<file path="config.mk">
export PLATFORM = sky130hd
export DESIGN_NAME = dsm_scheduler
export DESIGN_NICKNAME = d
export VERILOG_FILES = /design/src/rtl/dsm_scheduler_pkg.sv /design/src/rtl/dsm_delta.sv /design/src/rtl/dsm_scheduler.sv
export SDC_FILE = /design/constraint.sdc
export NUM_CORES = 1
export LEC_CHECK = 0
export BUFFER_PORTS_ARGS = -buffer_cell sky130_fd_sc_hd__buf_4
export CORE_MARGIN = 10
export CORE_UTILIZATION = 50
export DETAILED_ROUTE_END_ITERATION = 10
export PLACE_DENSITY = 0.68
export SLEW_MARGIN = 10
export SYNTH_ARGS = -nofsm -noshare
export SYNTH_HDL_FRONTEND = slang
export SYNTH_SLANG_ARGS = --single-unit
</file>
<file path="constraint.sdc">
create_clock -name CLK_I -period 8.4 [get_ports CLK_I]
set_input_delay 1.68 -clock CLK_I [delete_from_list [all_inputs] [get_ports CLK_I]]
set_output_delay 1.68 -clock CLK_I [all_outputs]
set_load 0.02 [all_outputs]
</file>
<file path="src/rtl/dsm_scheduler_pkg.sv">
// Shared FSM encoding and full-scale feedback constants for the stereo DSD modulator.
package dsm_scheduler_pkg;

  typedef enum logic [1:0] {
    ST_IDLE   = 2'd0,
    ST_CALC_L = 2'd1,
    ST_CALC_R = 2'd2,
    ST_OUT    = 2'd3
  } state_e;

  // Full-scale values of a w-bit signed PCM word, callers size-cast to their width.
  function automatic logic signed [63:0] fs_pos(input int w);
    return (64'sd1 <<< (w - 1)) - 64'sd1;
  endfunction

  function automatic logic signed [63:0] fs_neg(input int w);
    return -(64'sd1 <<< (w - 1));
  endfunction

endpackage

</file>
<file path="src/rtl/dsm_delta.sv">
// PCM sample minus full-scale DSD feedback; purely combinational, one bit wider than PCM.
module dsm_delta
  import dsm_scheduler_pkg::*;
#(
  parameter int PCM_Bit_Length = 32
) (
  input  logic signed [PCM_Bit_Length-1:0] pcm_i,
  input  logic                             fb_bit_i,
  output logic signed [PCM_Bit_Length:0]   delta_o
);

  localparam logic signed [PCM_Bit_Length:0] FB_POS = (PCM_Bit_Length + 1)'(fs_pos(PCM_Bit_Length));
  localparam logic signed [PCM_Bit_Length:0] FB_NEG = (PCM_Bit_Length + 1)'(fs_neg(PCM_Bit_Length));

  logic signed [PCM_Bit_Length:0] pcm_ext;

  assign pcm_ext = (PCM_Bit_Length + 1)'(pcm_i);
  assign delta_o = pcm_ext - (fb_bit_i ? FB_POS : FB_NEG);

endmodule

</file>
<file path="src/rtl/dsm_scheduler.sv">
// Stereo first-order delta-sigma modulator sharing one delta unit: L then R, 4 cycles per step.
// DSD_EN_I while busy is dropped and flagged on sticky OVERRUN_O.
module dsm_scheduler
  import dsm_scheduler_pkg::*;
#(
  parameter int PCM_Bit_Length = 32,
  parameter int ACC_Bit_Length = PCM_Bit_Length + 4
) (
  input  logic                             CLK_I,
  input  logic                             RST_I,
  input  logic signed [PCM_Bit_Length-1:0] PCM_L_I,
  input  logic signed [PCM_Bit_Length-1:0] PCM_R_I,
  input  logic                             PCM_VALID_I,
  input  logic                             DSD_EN_I,
  output logic                             DSD_L_O,
  output logic                             DSD_R_O,
  output logic                             DSD_VALID_O,
  output logic                             BUSY_O,
  output logic                             OVERRUN_O
);

  localparam int PW = PCM_Bit_Length;
  localparam int AW = ACC_Bit_Length;
  localparam logic signed [AW-1:0] ACC_MAX = {1'b0, {(AW - 1){1'b1}}};
  localparam logic signed [AW-1:0] ACC_MIN = {1'b1, {(AW - 1){1'b0}}};

  state_e               state_q, state_d;
  logic signed [PW-1:0] pend_l_q, pend_l_d, pend_r_q, pend_r_d;
  logic signed [PW-1:0] act_l_q, act_l_d, act_r_q, act_r_d;
  logic signed [AW-1:0] acc_l_q, acc_l_d, acc_r_q, acc_r_d;
  logic                 bit_l_q, bit_l_d, bit_r_q, bit_r_d;
  logic                 dsd_l_q, dsd_l_d, dsd_r_q, dsd_r_d;
  logic                 dsd_vld_q, dsd_vld_d;
  logic                 overrun_q, overrun_d;

  logic                 calc_r;
  logic signed [PW-1:0] calc_pcm;
  logic                 calc_fb;
  logic signed [AW-1:0] acc_sel;
  logic signed [PW:0]   delta;
  logic signed [AW:0]   sum_wide;
  logic signed [AW-1:0] acc_sat;

  always_comb begin
    calc_r   = (state_q == ST_CALC_R);
    calc_pcm = calc_r ? act_r_q : act_l_q;
    calc_fb  = calc_r ? bit_r_q : bit_l_q;
    acc_sel  = calc_r ? acc_r_q : acc_l_q;
  end

  dsm_delta #(
    .PCM_Bit_Length(PW)
  ) u_delta (
    .pcm_i   (calc_pcm),
    .fb_bit_i(calc_fb),
    .delta_o (delta)
  );

  // One guard bit is enough: |delta| is far below the accumulator range.
  always_comb begin
    sum_wide = (AW + 1)'(acc_sel) + (AW + 1)'(delta);
    if (sum_wide[AW] != sum_wide[AW-1]) begin
      acc_sat = sum_wide[AW] ? ACC_MIN : ACC_MAX;
    end else begin
      acc_sat = sum_wide[AW-1:0];
    end
  end

  always_comb begin
    state_d   = state_q;
    pend_l_d  = pend_l_q;
    pend_r_d  = pend_r_q;
    act_l_d   = act_l_q;
    act_r_d   = act_r_q;
    acc_l_d   = acc_l_q;
    acc_r_d   = acc_r_q;
    bit_l_d   = bit_l_q;
    bit_r_d   = bit_r_q;
    dsd_l_d   = dsd_l_q;
    dsd_r_d   = dsd_r_q;
    dsd_vld_d = 1'b0;
    overrun_d = overrun_q | (DSD_EN_I & (state_q != ST_IDLE));

    if (PCM_VALID_I) begin
      pend_l_d = PCM_L_I;
      pend_r_d = PCM_R_I;
    end

    case (state_q)
      ST_IDLE: begin
        if (DSD_EN_I) begin
          state_d = ST_CALC_L;
          // A sample arriving with the strobe bypasses the pending register.
          act_l_d = PCM_VALID_I ? PCM_L_I : pend_l_q;
          act_r_d = PCM_VALID_I ? PCM_R_I : pend_r_q;
        end
      end
      ST_CALC_L: begin
        acc_l_d = acc_sat;
        bit_l_d = ~acc_sat[AW-1];
        state_d = ST_CALC_R;
      end
      ST_CALC_R: begin
        acc_r_d = acc_sat;
        bit_r_d = ~acc_sat[AW-1];
        state_d = ST_OUT;
      end
      ST_OUT: begin
        dsd_l_d   = bit_l_q;
        dsd_r_d   = bit_r_q;
        dsd_vld_d = 1'b1;
        state_d   = ST_IDLE;
      end
      default: state_d = ST_IDLE;
    endcase
  end

  always_ff @(posedge CLK_I) begin
    if (RST_I) begin
      state_q   <= ST_IDLE;
      pend_l_q  <= '0;
      pend_r_q  <= '0;
      act_l_q   <= '0;
      act_r_q   <= '0;
      acc_l_q   <= '0;
      acc_r_q   <= '0;
      bit_l_q   <= 1'b0;
      bit_r_q   <= 1'b0;
      dsd_l_q   <= 1'b0;
      dsd_r_q   <= 1'b0;
      dsd_vld_q <= 1'b0;
      overrun_q <= 1'b0;
    end else begin
      state_q   <= state_d;
      pend_l_q  <= pend_l_d;
      pend_r_q  <= pend_r_d;
      act_l_q   <= act_l_d;
      act_r_q   <= act_r_d;
      acc_l_q   <= acc_l_d;
      acc_r_q   <= acc_r_d;
      bit_l_q   <= bit_l_d;
      bit_r_q   <= bit_r_d;
      dsd_l_q   <= dsd_l_d;
      dsd_r_q   <= dsd_r_d;
      dsd_vld_q <= dsd_vld_d;
      overrun_q <= overrun_d;
    end
  end

  assign DSD_L_O     = dsd_l_q;
  assign DSD_R_O     = dsd_r_q;
  assign DSD_VALID_O = dsd_vld_q;
  assign BUSY_O      = (state_q != ST_IDLE);
  assign OVERRUN_O   = overrun_q;

endmodule

</file>
==> implementation parameters <==
Parameter                              Value

Critical path
  Data arrival time of the critical path ... 7.31 ns
  Reg2Reg Launch Point ... state_q[0]
  Number of cell instances on the worst register-to-register path ... 26
  Crit path launch type ... flip-flop
  Required time at the endpoint of the critical path ... 8.79 ns
  Worst path slowest cell ... sky130_fd_sc_hd__ha_4
  Capturing element type of the critical path ... flip-flop
  Critical R2R Capture ... acc_r_q[34]
  Maximum fanout count along the critical path ... 51
  FF-to-FF setup slack ... 1.49 ns
  CP Class ... reg2reg
  Delay of the slowest critical-path stage ... 0.57 ns

STA
  Clock tree skew after final layout ... 0.0108 ns
  Final period utilization ... 82.3%
  Fin Setup TNS ... 0 ns
  Worst max-slew margin expressed relative to the limit ... 28.5%
  Final hold vios ... 0
  RSZ-0062 raised after global routing ... no
  Clock period minus worst slack ... 6.91 ns
  Setup violation total in the final timing report ... 0
  Max Clock Freq ... 0.145 GHz
  Pin slew with the least headroom to its limit ... 1.07 ns
  Number of slew-limit violations in the final report ... 0

Final layout
  Commonest non-fill, non-tap cell in the layout ... sky130_fd_sc_hd__nor2_1
  Number of antenna repair diodes ... 0
  Filler instances ... 2280
  Post-layout util ... 56.2%
  Area of the multi-input gates ... 7510 um^2
  Most frequent cells in the layout ... sky130_fd_sc_hd__nor2_1 (219), sky130_fd_sc_hd__dfxtp_1 (208), sky130_fd_sc_hd__nand2_1 (99)
  Combined flip-flop and latch cell area ... 4160 um^2
  Nets ... 1552
  Proportion of layout cells with a drive suffix above 1 ... 14.9%
  P&R area growth vs syn ... 11.5%

Clock network
  Master cell of the clock root buffer ... sky130_fd_sc_hd__clkbuf_16
  Post-CTS setup repair buffer count ... 0
  Clk_lat worst skew ... 0.52 ns
  CTS clk-pin slew, worst paths ... 0.06 ns
  Cells resized by post-CTS repair ... 0
  Number of buffers created by CTS ... 23
  Sinks on the clock net ... 208
  Clock tree from TritonCTS ... yes
  Number of buffers on the longest clock path ... 3
  CTS Hold Buffers Added ... 0
  Htree depth ... 1

Logic synthesis
  Most used flip-flop cell after synthesis ... sky130_fd_sc_hd__dfxtp_1
  Mean cell area of the mapped netlist ... 8.65 um^2
  Share of flip-flops with an asynchronous set or reset after synthesis ... 0%
  Total standard cell area after synthesis ... 12200 um^2
  Number of synthesized flops with an enable pin ... 0
  Distinct cell type count after synthesis ... 91
  Synth area leader ... sky130_fd_sc_hd__dfxtp_1
  Cell count after synthesis ... 1407
  Number of nets produced by synthesis ... 1531
  Number of register bits inferred by synthesis ... 208
  Sequential cell area fraction in the yosys report ... 34.2%
  Share of the synthesized area in the top cell type ... 34.2%
  Warnings, synthesis ... 0
  Largest cells by area after synthesis ... sky130_fd_sc_hd__dfxtp_1 (34%), sky130_fd_sc_hd__mux2i_1 (7.4%), sky130_fd_sc_hd__nor2_1 (6.8%)

Placed design
  Number of input and output port buffers inserted ... 72
  Final HPWL DP ... 21.9 mm
  RePlAce Congestion ... 0.931

Die
  X dimension of the die ... 176 um
  Effective utilization at floorplan ... 50.5%
  Standard-cell row count ... 57
  Io pins ... 73
  Floorplan die height ... 176 um
  Total Die Area ... 31000 um^2
  Core Area ... 24100 um^2

Global route
  Busiest metal layer after global routing ... met2
  Via count of the first global-routing pass ... 9697
  Maximum number of pins on one net before global-route repair ... 116
  GRT overflow ... 0
  Global-route wire length before repair ... 49.3 mm
  Global-route met1 utilization ... 26.4%
  Number of antenna violations at the first check in global routing ... 0
  GR Util All Layers ... 18.8%
  Fraction of met3 tracks used by global routing ... 3.44%
  Met2 capacity usage during global routing ... 29.5%

Route
  Routed Wire Length ... 30.2 mm
  Drt pass-1 iters ... 5
  DRC viols ... 0
  Via count ... 10067
  Drt wl/cell ... 17.1 um
  Initial DRC count ... 689
  Via/cell ratio ... 5.69
  Count of antenna-violating nets left after detailed routing ... 0

Min path
  Worst hold path depth ... 2
  Endpoint with the worst hold slack ... acc_r_q[4]
  Worst hold path type ... reg2reg
  Worst Min Path Start ... acc_r_q[4]

Run
  Count of max-cap constraint violations ... 0

Status
  Outcome ... finished, final reports clean
## routing by layer
| layer | wire, um | vias to the layer above |
|---|---|---|
| li1 | - | 5107 |
| met4 | 527 | 0 |
| met1 | 14600 | 4668 |
| met2 | 13200 | 250 |
| met5 | 0 | - |
| met3 | 1830 | 42 |
## flip-flops by register name, indices dropped and copies added (netlist names)
| name | flops |
|---|---|
| acc_r_q | 36 |
| DSD_L_O | 1 |
| state_q | 2 |
| act_l_q | 32 |
| act_r_q | 32 |
| DSD_R_O | 1 |
| acc_l_q | 36 |
| pend_r_q | 32 |
| bit_r_q | 1 |
| pend_l_q | 32 |
| OVERRUN_O | 1 |
| DSD_VALID_O | 1 |
| bit_l_q | 1 |
## final cells by class
cell class / count / area share (%)
Clock buffer: 33 / 5.04
Inverter: 27 / 0.766
Sequential cell: 208 / 30.7
Timing Repair Buffer: 80 / 4.43
Multi-Input combinational cell: 1088 / 55.4
Clock inverter: 9 / 0.646
Tap cell: 324 / 2.99
## kinds of logic (layout without fill, tap and decap cells)
family / count (synthesis) / in the layout / synth area share, %
compound gates: 372 / 372 / 21.0
flops: 208 / 208 / 34.2
mux: 144 / 144 / 12.6
xor+xnor: 77 / 77 / 5.54
fa+ha+maj: 60 / 60 / 6.23
buf+inv: 111 / 149 / 4.17
simple gates: 435 / 435 / 16.2
## through the flow
| stage | setup slack (ns) | hold WS [ns] | cell area, um^2 | std cells |
|---|---|---|---|---|
| 3_5_place_dp | 1.47 | 0.440 | 12800 | 1727 |
| 6_report | 1.49 | 0.441 | 13600 | 1769 |
| 2_1_floorplan | 2.06 | 0.423 | 12200 | 1407 |
| 4_1_cts | 1.46 | 0.447 | 13600 | 1769 |
| 3_3_place_gp | 1.64 | 0.432 | 12800 | 1727 |
| 5_1_grt | 0.919 | 0.459 | 13600 | 1769 |
## worst max-delay path, delay by kind of cell, from the launching register on
| family | cells | cell delay [ns] |
|---|---|---|
| simple gates | 9 | 2.00 |
| fa+ha+maj | 4 | 1.50 |
| compound gates | 6 | 1.23 |
| buf+inv | 4 | 0.80 |
| mux | 2 | 0.74 |
| flops | 1 | 0.33 |
| xor+xnor | 1 | 0.14 |
## Yosys cell counts (all sizes together) (4+ instances only)
cell and n:
nor2 223, dfxtp 208, nand2 100, mux2i 92
o21ai 92, a211oi 79, a21oi 69, xnor2 61
ha 54, mux2 52, clkbuf 49, buf 35
inv 27, nand3 21, nor3 21, a21o 19
a31oi 19, xor2 16, o21a 13, and3 11
nand4 11, a22o 10, o21bai 10, o211ai 8
o31ai 8, or3 8, and2 7, nand2b 7
nor2b 7, a2111oi 4, a211o 4, a311oi 4
maj3 4, o311ai 4, or2 4
## how the worst max path moves through the flow
stage | start | to | cells after the start
5_1_grt | state_q[0] | acc_r_q[34] | 26
2_1_floorplan | state_q[0] | acc_l_q[13] | 28
3_5_place_dp | state_q[0] | acc_l_q[3] | 26
6_report | state_q[0] | acc_r_q[34] | 26
4_1_cts | state_q[0] | acc_l_q[27] | 26
3_3_place_gp | state_q[0] | acc_r_q[8] | 26
Power is not shown: default switching activity piles up to over one toggle a cycle in this logic, so the estimate is an artifact.
